$ cat config.mk
export PLATFORM = sky130hd
export DESIGN_NAME = wdf_stimulus_generator
export DESIGN_NICKNAME = d
export VERILOG_FILES = /design/src/rtl/wdf_stimulus_generator.sv
export SDC_FILE = /design/constraint.sdc
export NUM_CORES = 1
export LEC_CHECK = 0
export ABC_CLOCK_PERIOD_IN_PS = 10300
export CAP_MARGIN = 20
export CORE_ASPECT_RATIO = 1.1
export CORE_MARGIN = 2
export CORE_UTILIZATION = 25
export CTS_CLUSTER_DIAMETER = 40
export DETAILED_ROUTE_END_ITERATION = 8
export DONT_BUFFER_PORTS = 1
export PLACE_DENSITY = 0.38
export SETUP_SLACK_MARGIN = 0.02
export SLEW_MARGIN = 20
export SYNTH_ARGS = -nofsm -noshare
export SYNTH_HDL_FRONTEND = slang
export SYNTH_SLANG_ARGS = --single-unit
$ cat constraint.sdc
create_clock -name clk -period 10.3 [get_ports clk]
set_clock_uncertainty 0.15 [all_clocks]
set_input_delay 1.03 -clock clk [delete_from_list [all_inputs] [get_ports clk]]
set_output_delay 1.03 -clock clk [all_outputs]
set_load 0.005 [all_outputs]
$ cat src/rtl/wdf_stimulus_generator.sv
// Stimulus source for WDF filter cores: fixed-length runs of signed samples
// paced by an internal clock divider, delivered over a valid/ready handshake.
// Channel k carries the base pattern delayed by k samples.
// Optional feature macro: WDF_STIM_AUTO_LOOP_EN (restart automatically after
// each completed run; done pulses for one cycle per run, busy stays high).
module wdf_stimulus_generator #(
  parameter int unsigned DATA_WIDTH    = 16,
  parameter int unsigned NUM_CHANNELS  = 2,
  parameter int unsigned CLK_DIV       = 5,
  parameter int unsigned TOTAL_SAMPLES = 1000,
  parameter int unsigned CNT_WIDTH     = 32
) (
  input  logic                               clk,
  input  logic                               reset,
  input  logic                               start,
  input  logic [2:0]                         mode,
  input  logic [DATA_WIDTH-1:0]              amplitude,
  input  logic [15:0]                        period,
  output logic                               sample_valid,
  input  logic                               sample_ready,
  output logic [NUM_CHANNELS*DATA_WIDTH-1:0] sample_data,
  output logic [CNT_WIDTH-1:0]               sample_index,
  output logic                               busy,
  output logic                               done,
  output logic [CNT_WIDTH-1:0]               overrun_count
);

  localparam int unsigned DIV_W  = (CLK_DIV > 1) ? $clog2(CLK_DIV) : 1;
  localparam int unsigned DATA_W = NUM_CHANNELS * DATA_WIDTH;
  localparam int unsigned PH_W   = 17;
  localparam logic [31:0] LFSR_SEED = 32'hACE12345;
  localparam logic [31:0] LFSR_POLY = 32'h80200003;
  localparam logic [DIV_W-1:0]     DIV_LAST = DIV_W'(CLK_DIV - 1);
  localparam logic [CNT_WIDTH-1:0] LAST_IDX = CNT_WIDTH'(TOTAL_SAMPLES - 1);
  localparam logic [CNT_WIDTH-1:0] N_TOTAL  = CNT_WIDTH'(TOTAL_SAMPLES);
  localparam bit                   HAS_SAMPLES = (TOTAL_SAMPLES != 0);

  typedef enum logic [1:0] {
    ST_IDLE = 2'd0,
    ST_RUN  = 2'd1,
    ST_DONE = 2'd2
  } state_e;

  state_e                  state_q, state_d;
  logic [DIV_W-1:0]        div_q, div_d;
  logic [CNT_WIDTH-1:0]    n_q, n_d;
  logic [DATA_WIDTH-1:0]   acc_q, acc_d;
  logic [PH_W-1:0]         phase_q, phase_d;
  logic [31:0]             lfsr_q, lfsr_d;
  logic [2:0]              mode_q, mode_d;
  logic [DATA_WIDTH-1:0]   amp_q, amp_d;
  logic [15:0]             per_q, per_d;
  logic                    sample_valid_q, sample_valid_d;
  logic [DATA_W-1:0]       sample_data_q, sample_data_d;
  logic [CNT_WIDTH-1:0]    sample_index_q, sample_index_d;
  logic                    busy_q, busy_d;
  logic                    done_q, done_d;
  logic [CNT_WIDTH-1:0]    overrun_q, overrun_d;

  logic                    tick;
  logic                    accept;
  logic                    pending;
  logic                    restart;
  logic                    load;
  logic [DATA_WIDTH-1:0]   base;
  logic [PH_W-1:0]         phase_last;

  assign sample_valid  = sample_valid_q;
  assign sample_data   = sample_data_q;
  assign sample_index  = sample_index_q;
  assign busy          = busy_q;
  assign done          = done_q;
  assign overrun_count = overrun_q;

  // Base pattern value for the current sample n, from the latched settings
  always_comb begin
    base       = '0;
    phase_last = {per_q, 1'b0} - PH_W'(1);
    unique case (mode_q)
      3'd0: base = (n_q == '0) ? amp_q : '0;
      3'd1: base = amp_q;
      3'd2: base = acc_q;
      3'd3: base = (phase_q < {1'b0, per_q}) ? amp_q : ((~amp_q) + DATA_WIDTH'(1));
      3'd4: base = DATA_WIDTH'(lfsr_q);
      default: base = '0;
    endcase
  end

  // Next-state and datapath: run control, divider, sample generation, overrun
  always_comb begin
    state_d        = state_q;
    div_d          = div_q;
    n_d            = n_q;
    acc_d          = acc_q;
    phase_d        = phase_q;
    lfsr_d         = lfsr_q;
    mode_d         = mode_q;
    amp_d          = amp_q;
    per_d          = per_q;
    sample_valid_d = sample_valid_q;
    sample_data_d  = sample_data_q;
    sample_index_d = sample_index_q;
    overrun_d      = overrun_q;
    restart        = 1'b0;
    load           = 1'b0;

    tick    = (state_q == ST_RUN) && (div_q == DIV_LAST);
    accept  = sample_valid_q && sample_ready;
    pending = sample_valid_q && !accept;

    unique case (state_q)
      ST_IDLE: begin
        if (start) begin
          restart = 1'b1;
          load    = 1'b1;
        end
      end
      ST_RUN: begin
        div_d = tick ? '0 : (div_q + DIV_W'(1));
        if (accept) begin
          sample_valid_d = 1'b0;
        end
        if (tick) begin
          if (pending) begin
            // Consumer still holds the previous sample: drop this tick
            if (overrun_q != '1) begin
              overrun_d = overrun_q + CNT_WIDTH'(1);
            end
          end else if (n_q != N_TOTAL) begin
            sample_data_d[0 +: DATA_WIDTH] = base;
            for (int k = 1; k < int'(NUM_CHANNELS); k++) begin
              sample_data_d[k*DATA_WIDTH +: DATA_WIDTH] =
                sample_data_q[(k-1)*DATA_WIDTH +: DATA_WIDTH];
            end
            sample_valid_d = 1'b1;
            sample_index_d = n_q;
            n_d            = n_q + CNT_WIDTH'(1);
            acc_d          = acc_q + amp_q;
            phase_d        = (phase_q == phase_last) ? '0 : (phase_q + PH_W'(1));
            lfsr_d         = lfsr_q[0] ? ((lfsr_q >> 1) ^ LFSR_POLY) : (lfsr_q >> 1);
          end
        end
        if (accept && (sample_index_q == LAST_IDX)) begin
          state_d = ST_DONE;
        end
      end
      ST_DONE: begin
`ifdef WDF_STIM_AUTO_LOOP_EN
        restart = 1'b1;
        load    = start;
`else
        if (start) begin
          restart = 1'b1;
          load    = 1'b1;
        end
`endif
      end
      default: state_d = ST_IDLE;
    endcase

    // Fresh run: clear pacing, pattern state and delay line
    if (restart) begin
      state_d        = HAS_SAMPLES ? ST_RUN : ST_DONE;
      div_d          = '0;
      n_d            = '0;
      acc_d          = '0;
      phase_d        = '0;
      lfsr_d         = LFSR_SEED;
      sample_valid_d = 1'b0;
      sample_data_d  = '0;
      sample_index_d = '0;
      overrun_d      = '0;
    end
    if (load) begin
      mode_d = mode;
      amp_d  = amplitude;
      per_d  = (period == 16'd0) ? 16'd1 : period;
    end
  end

  // Status outputs follow the state being entered
  always_comb begin
    done_d = (state_d == ST_DONE);
`ifdef WDF_STIM_AUTO_LOOP_EN
    busy_d = (state_d == ST_RUN) || ((state_d == ST_DONE) && HAS_SAMPLES);
`else
    busy_d = (state_d == ST_RUN);
`endif
  end

  // State and datapath registers with asynchronous abort
  always_ff @(posedge clk or posedge reset) begin
    if (reset) begin
      state_q        <= ST_IDLE;
      div_q          <= '0;
      n_q            <= '0;
      acc_q          <= '0;
      phase_q        <= '0;
      lfsr_q         <= LFSR_SEED;
      mode_q         <= '0;
      amp_q          <= '0;
      per_q          <= 16'd1;
      sample_valid_q <= 1'b0;
      sample_data_q  <= '0;
      sample_index_q <= '0;
      busy_q         <= 1'b0;
      done_q         <= 1'b0;
      overrun_q      <= '0;
    end else begin
      state_q        <= state_d;
      div_q          <= div_d;
      n_q            <= n_d;
      acc_q          <= acc_d;
      phase_q        <= phase_d;
      lfsr_q         <= lfsr_d;
      mode_q         <= mode_d;
      amp_q          <= amp_d;
      per_q          <= per_d;
      sample_valid_q <= sample_valid_d;
      sample_data_q  <= sample_data_d;
      sample_index_q <= sample_index_d;
      busy_q         <= busy_d;
      done_q         <= done_d;
      overrun_q      <= overrun_d;
    end
  end

endmodule
==> flow_metrics.py, run 1 <==
metrics = {
    "critical_path": {
        "worst_r2r_startpoint": "n_q[0]",
        "cpMaxStageDelayCell": "buf_4",
        "rr_worst_depth": 11,
        "rrSetupSlack_ns": 6.13,
        "critPathArrivalTime_ns": 4.47,
        "worst-setup-path-type": "flop to flop",
        "crit_path_frequent_cell": "buf_4",
        "crit_buf_inv": 3,
        "cp-start-kind": "flop",
        "crit_family": "buffers and inverters",
        "endpoint_kind": "flop",
        "required_ns": 10.60,
        "r2r_end": "phase_q[7]",
        "path_cells": "inv_1 > ha_1 > nor4b_1 > nand3_1 > o311ai_4 > buf_4 > buf_4 > nor2_1 > and4_1 > xnor2_1 > nor2_2",
        "crit_path_max_fanout": 90,
        "crit_path_max_incr_delay_ns": 0.74,
    },
    "synth": {
        "yosysSeqAreaShare_pct": 46.8,
        "synth_top_cell_by_area": "dfrtp_1",
        "synth_edf_count": 0,
        "netlist_area_um2": 12700,
        "syn_nets": 1523,
        "ys_top_cells_by_area": "dfrtp_1, nand2_1, nand3_1",
        "ys_ff_latch": 236,
        "synth_commonest_cells": "nand2_1, dfrtp_1, nand3_1",
        "syn-instance-count": 1445,
        "avgSynthCellArea_um2": 8.77,
        "synth_flop_cell": "dfrtp_1",
        "synth-warning-count": 0,
        "async_reset_ff_share_pct": 100,
        "synthDistinctLibCells": 69,
        "yosysMostFrequentCell": "nand2_1",
        "synth_top_area_share_pct": 43.6,
    },
    "placement": {
        "gp_congestion": 0.768,
        "dp_cells": 2042,
        "dp_hpwl_um": 26900,
        "placed_area_um2": 13400,
        "portBuffers": 0,
        "preCtsSetupSlack_ns": 6.11,
    },
    "power": {
        "pwr-share-seq_pct": 33.2,
        "p_switching_w": 0.00134,
        "p_leak_nw": 6.78,
        "p_int_w": 0.00272,
        "p_per_area_nw_per_um2": 264,
        "switching_share_pct": 33.0,
        "p_comb_share_pct": 20.3,
        "clkPwrFrac_pct": 46.5,
        "peakVddDrop_mv": 0.124,
    },
    "floorplan": {
        "start_util_pct": 25.3,
        "coreArea_um2": 50100,
        "row_count": 86,
        "die_x_um": 219,
        "dieArea_um2": 52500,
        "boundaryPins": 138,
        "dieHeight_um": 240,
    },
    "global_route": {
        "grt-ovfl-total": 0,
        "grt_use_met2_pct": 24.4,
        "grtUsageMet1_pct": 21.2,
        "grt_max_degree": 120,
        "antenna_found_initial": 1,
        "grt_usage_pct": 15.6,
        "busiest_layer": "met2",
        "grt_util_met3_pct": 3.47,
        "grt_pass1_vias": 10700,
        "grt_pass1_wl_um": 64300,
    },
    "min_path": {
        "worstHoldPathType": "primary input to asynchronous set/reset pin",
    },
    "timing": {
        "final.setup.worst_slack_ns": 6.13,
        "drv_slew": 0,
        "final-hold-violation-count": 0,
        "fin_crit_sh_pct": 40.5,
        "setup_tns_ns": 0,
        "finalSetupViolCount": 0,
        "max_freq_mhz": 240,
        "max_slew_margin_pct": 32.5,
        "rsz0062_at_grt": "no",
        "tightestPinTransition_ns": 1.01,
        "period_minus_slack_ns": 4.17,
    },
    "final_layout": {
        "diodes": 0,
        "drive_gt1_share_pct": 11.0,
        "finalNetCount": 1519,
        "fin_area_um2": 15400,
        "final_cells": 2148,
        "n_fill_cell": 5361,
        "area_growth_pct": 21.3,
    },
    "detailed_routing": {
        "first_pass_iters": 5,
        "vias": 10500,
        "drc": 0,
        "wl_per_cell_um": 18.9,
        "vias_per_cell": 4.90,
        "totalWireLength_um": 40500,
        "antenna_left": 0,
        "drt_iter0_markers": 584,
    },
    "clock_tree": {
        "ctsRootBufferMaster": "clkbuf_16",
        "cts_buffer_depth": 3,
        "ctsResizeCount": 0,
        "cts_sinks": 236,
        "clk_latency_ns": 0.59,
        "cts_buffers": 57,
        "holdBufCountCts": 0,
        "ctsHtreeMaxLevel": 2,
        "cts_tree": "yes",
        "clk_pin_slew_ns": 0.05,
        "cts_setup_buffers": 0,
    },
    "status": {
        "status": "complete, no violations",
    },
    "run": {
        "drv_cap": 0,
    },
}
-- routing by layer --
layer  vias up  part of all wire (%)  wire, um
met5         -                     0         0
met4         0                   2.6      1040
met3        67                   5.0      2020
met2       213                    45     18400
met1      5155                    47     19100
li1       5096                     -         -
-- cell families after synthesis --
kind of cell,share of synthesized area [%]
AND/OR/NAND/NOR,26.5
AO/OA/AOI/OAI,12.5
flip-flops,46.8
buffers and inverters,3.94
XOR/XNOR,6.29
adder cells (fa/ha/maj),3.91
multiplexers,0.158
-- how the worst max path moves through the flow --
stage,from,end,slack (ns),cells after the start
floorplan,reset,acc_q[0],2.67,1
global placement,n_q[16],phase_q[7],6.20,9
finish,n_q[0],phase_q[7],6.13,11
global route,n_q[0],phase_q[6],5.78,11
CTS,n_q[0],phase_q[7],6.09,11
detailed placement,n_q[0],phase_q[7],6.11,11
-- per-stage QoR --
step	hold slack, ns	total power (W)	utilization (%)
6_report	0.307	0.00406	30.7
5_1_grt	0.339	0.00431	30.7
4_1_cts	0.319	0.00413	30.7
3_5_place_dp	0.298	0.00220	26.6
3_3_place_gp	0.303	0.00220	26.6
2_1_floorplan	0.283	0.00191	-
-- registers in the layout, summed over array words and instances (netlist names) --
name / flops
amp_q: 16
lfsr_q: 32
sample_valid: 1
n_q: 32
overrun_count: 32
state_q: 2
mode_q: 3
phase_q: 17
per_q: 16
div_q: 3
sample_data: 32
sample_index: 32
done: 1
acc_q: 16
busy: 1
-- placed cells by master, fill, tap and decap left out, drive strengths merged, types with 4 or more instances in the layout --
cell type and n:
nand2 272, dfrtp 221, nand3 130, nor2 113, o21ai 85, clkbuf 70
a21oi 61, inv 48, xor2 47, xnor2 44, ha 38, nor3 35
or3 26, nor4 26, nand4 21, or4 19, clkinv 19, a22oi 16
a31oi 16, dfstp 15, buf 14, and3 13, o311ai 11, and4 9
a21o 9, bufinv 9, o31ai 9, clkinvlp 8, nand2b 8, a211oi 8
nor2b 7, o211ai 6, or2 5, a211o 4, and2 4
-- worst register-to-register path, stage by stage (launching register included) --
cell and delay (ns):
dfrtp_1 0.41, inv_1 0.12, ha_1 0.15, nor4b_1 0.24, nand3_1 0.31, o311ai_4 0.74
buf_4 0.37, buf_4 0.74, nor2_1 0.33, and4_1 0.29, xnor2_1 0.16, nor2_2 0.04
-- layout make-up --
class                   count  area (um2)  area share (%)
clock buffers              70        1570            10.2
clock inverters            36         455            2.96
inverters                  48         188            1.22
multi-input cells        1084        6310            41.0
flip-flops and latches    236        5920            38.5
well taps                 660         826            5.37
repair buffers             14         105           0.684
-- power by group through the flow --
stage	Combinational [W]	Sequential, W	Clock [W]
final	0.000825	0.00135	0.00189
after global routing	0.000951	0.00138	0.00198
after CTS	0.000841	0.00135	0.00194
after detailed placement	0.000836	0.00136	0
after global placement	0.000829	0.00137	0
after floorplan	0.000650	0.00126	0
(Power assumes the default switching activity.)
==> run 2: changes to the inputs <==
ABC_CLOCK_PERIOD_IN_PS = 3600   (was 10300)
PLACE_DENSITY = 0.4   (was 0.38)
clock period = 3.6 ns   (was 10.3 ns; I/O delays follow)
==> flow_metrics.py, run 2 (synthesis results as in run 1) <==
metrics = {
    "critical_path": {
        "endpoint_kind": "flop",
        "worst-setup-path-type": "flop to flop",
        "worst_r2r_startpoint": "n_q[16]",
        "required_ns": 3.91,
        "crit_path_max_fanout": 48,
        "critPathCapture": "lfsr_q[21]",
        "rr_worst_depth": 7,
        "r2r_end": "lfsr_q[21]",
        "critPathArrivalTime_ns": 3.37,
        "rrSetupSlack_ns": 0.55,
        "cp-start-kind": "flop",
        "critPathLaunch": "n_q[16]",
    },
    "global_route": {
        "grt_usage_pct": 15.4,
        "grt-ovfl-total": 0,
        "grt_pass1_vias": 10800,
        "grt_pass1_wl_um": 63500,
        "grt_max_degree": 129,
        "antenna_found_initial": 3,
    },
    "timing": {
        "setup_tns_ns": 0,
        "max_freq_mhz": 328,
        "final-hold-violation-count": 0,
        "fin_crit_sh_pct": 84.8,
        "final.setup.worst_slack_ns": 0.547,
        "tightestPinTransition_ns": 1.07,
        "drv_slew": 0,
        "period_minus_slack_ns": 3.05,
        "max_slew_margin_pct": 28.4,
        "rsz0062_at_grt": "no",
        "finalSetupViolCount": 0,
    },
    "final_layout": {
        "diodes": 0,
        "drive_gt1_share_pct": 10.3,
        "finalNetCount": 1562,
        "fin_area_um2": 15600,
        "area_growth_pct": 23.3,
        "n_fill_cell": 5314,
        "layout_common_cells": "nand2_1, dfrtp_1, nand3_1",
        "layout_commonest_cell": "nand2_1",
    },
    "detailed_routing": {
        "wl_per_cell_um": 18.3,
        "first_pass_iters": 5,
        "vias_per_cell": 4.93,
        "vias": 10800,
        "drt_iter0_markers": 718,
        "drc": 0,
        "antenna_left": 0,
        "totalWireLength_um": 39900,
    },
    "clock_tree": {
        "holdBufCountCts": 38,
        "cts_buffer_depth": 3,
        "cts_setup_buffers": 0,
        "clk_latency_ns": 0.57,
        "cts_tree": "yes",
        "cts_sinks": 236,
        "ctsRootBufferMaster": "clkbuf_16",
        "cts_buffers": 49,
        "clk_pin_slew_ns": 0.05,
        "ctsResizeCount": 0,
        "ctsHtreeMaxLevel": 2,
    },
    "floorplan": {
        "start_util_pct": 25.3,
        "coreArea_um2": 50100,
        "die_x_um": 219,
        "boundaryPins": 138,
        "row_count": 86,
        "dieHeight_um": 240,
        "dieArea_um2": 52500,
    },
    "min_path": {
        "worstHoldPathType": "primary input to flop",
    },
    "power": {
        "p_total_w": 0.0111,
        "p_leak_nw": 6.87,
        "p_comb_share_pct": 22.4,
        "clkPwrFrac_pct": 42.9,
        "peakVddDrop_mv": 0.353,
        "pwr-share-seq_pct": 34.7,
        "p_per_area_nw_per_um2": 708,
        "p_switching_w": 0.00375,
        "p_int_w": 0.00732,
        "switching_share_pct": 33.9,
    },
    "placement": {
        "preCtsSetupSlack_ns": 0.536,
        "dp_hpwl_um": 26600,
        "portBuffers": 0,
        "placed_area_um2": 13500,
        "gp_congestion": 0.781,
    },
    "run": {
        "drv_cap": 0,
    },
    "status": {
        "status": "complete, no violations",
    },
}
run 2: worst min path at each step:
stage / cells after the start / slack (ns) / endpoint / from
6_report: 3 / 0.05 / per_q[0] / period[7]
5_1_grt: 3 / 0.09 / per_q[0] / period[7]
4_1_cts: 3 / 0.003 / per_q[0] / period[7]
3_5_place_dp: 1 / 0.18 / sample_data[22] / reset
3_3_place_gp: 1 / 0.18 / sample_data[23] / reset
2_1_floorplan: 2 / 0.28 / lfsr_q[22] / lfsr_q[23]
run 2: metrics by stage:
stage / std cells / utilization, % / hold slack, ns
finish: 2184 / 31.2 / 0.0457
floorplan: 1445 / - / 0.283
detailed placement: 2055 / 27.0 / 0.184
global placement: 2055 / 27.0 / 0.177
CTS: 2184 / 31.2 / 0.00279
global route: 2184 / 31.2 / 0.0867
run 2: power by group through the flow:
stage                     Clock (W)  Sequential, W  Combinational, W
after detailed placement          0        0.00389           0.00247
after CTS                   0.00490        0.00385           0.00252
after global placement            0        0.00388           0.00247
final                       0.00475        0.00384           0.00248
after floorplan                   0        0.00360           0.00186
after global routing        0.00501        0.00394           0.00285
run 2: cell type report:
| class | count | area, um2 | area share, % |
|---|---|---|---|
| inverter | 48 | 184 | 1.18 |
| multi-input combinational | 1084 | 6310 | 40.4 |
| clock inverter | 28 | 379 | 2.43 |
| clock buffer | 63 | 1350 | 8.64 |
| tap | 660 | 826 | 5.28 |
| timing repair buffer | 65 | 658 | 4.21 |
| sequential | 236 | 5920 | 37.9 |
run 2: metal layers:
metal | vias up | global-route usage [%] | routed length, um
li1 | 5176 | - | -
met5 | - | 0 | 0
met2 | 277 | 24.4 | 18200
met4 | 0 | 5.96 | 1270
met3 | 83 | 3.61 | 2410
met1 | 5223 | 20.2 | 17900
run 2: worst max-delay path, stage by stage, from the launching register on:
cell and delay [ns]:
dfrtp_1 0.46, nor4_1 0.31, nand4_1 0.43, o311a_4 0.67
buf_4 0.38, buf_4 0.30, nor3_1 0.15, a21oi_1 0.06
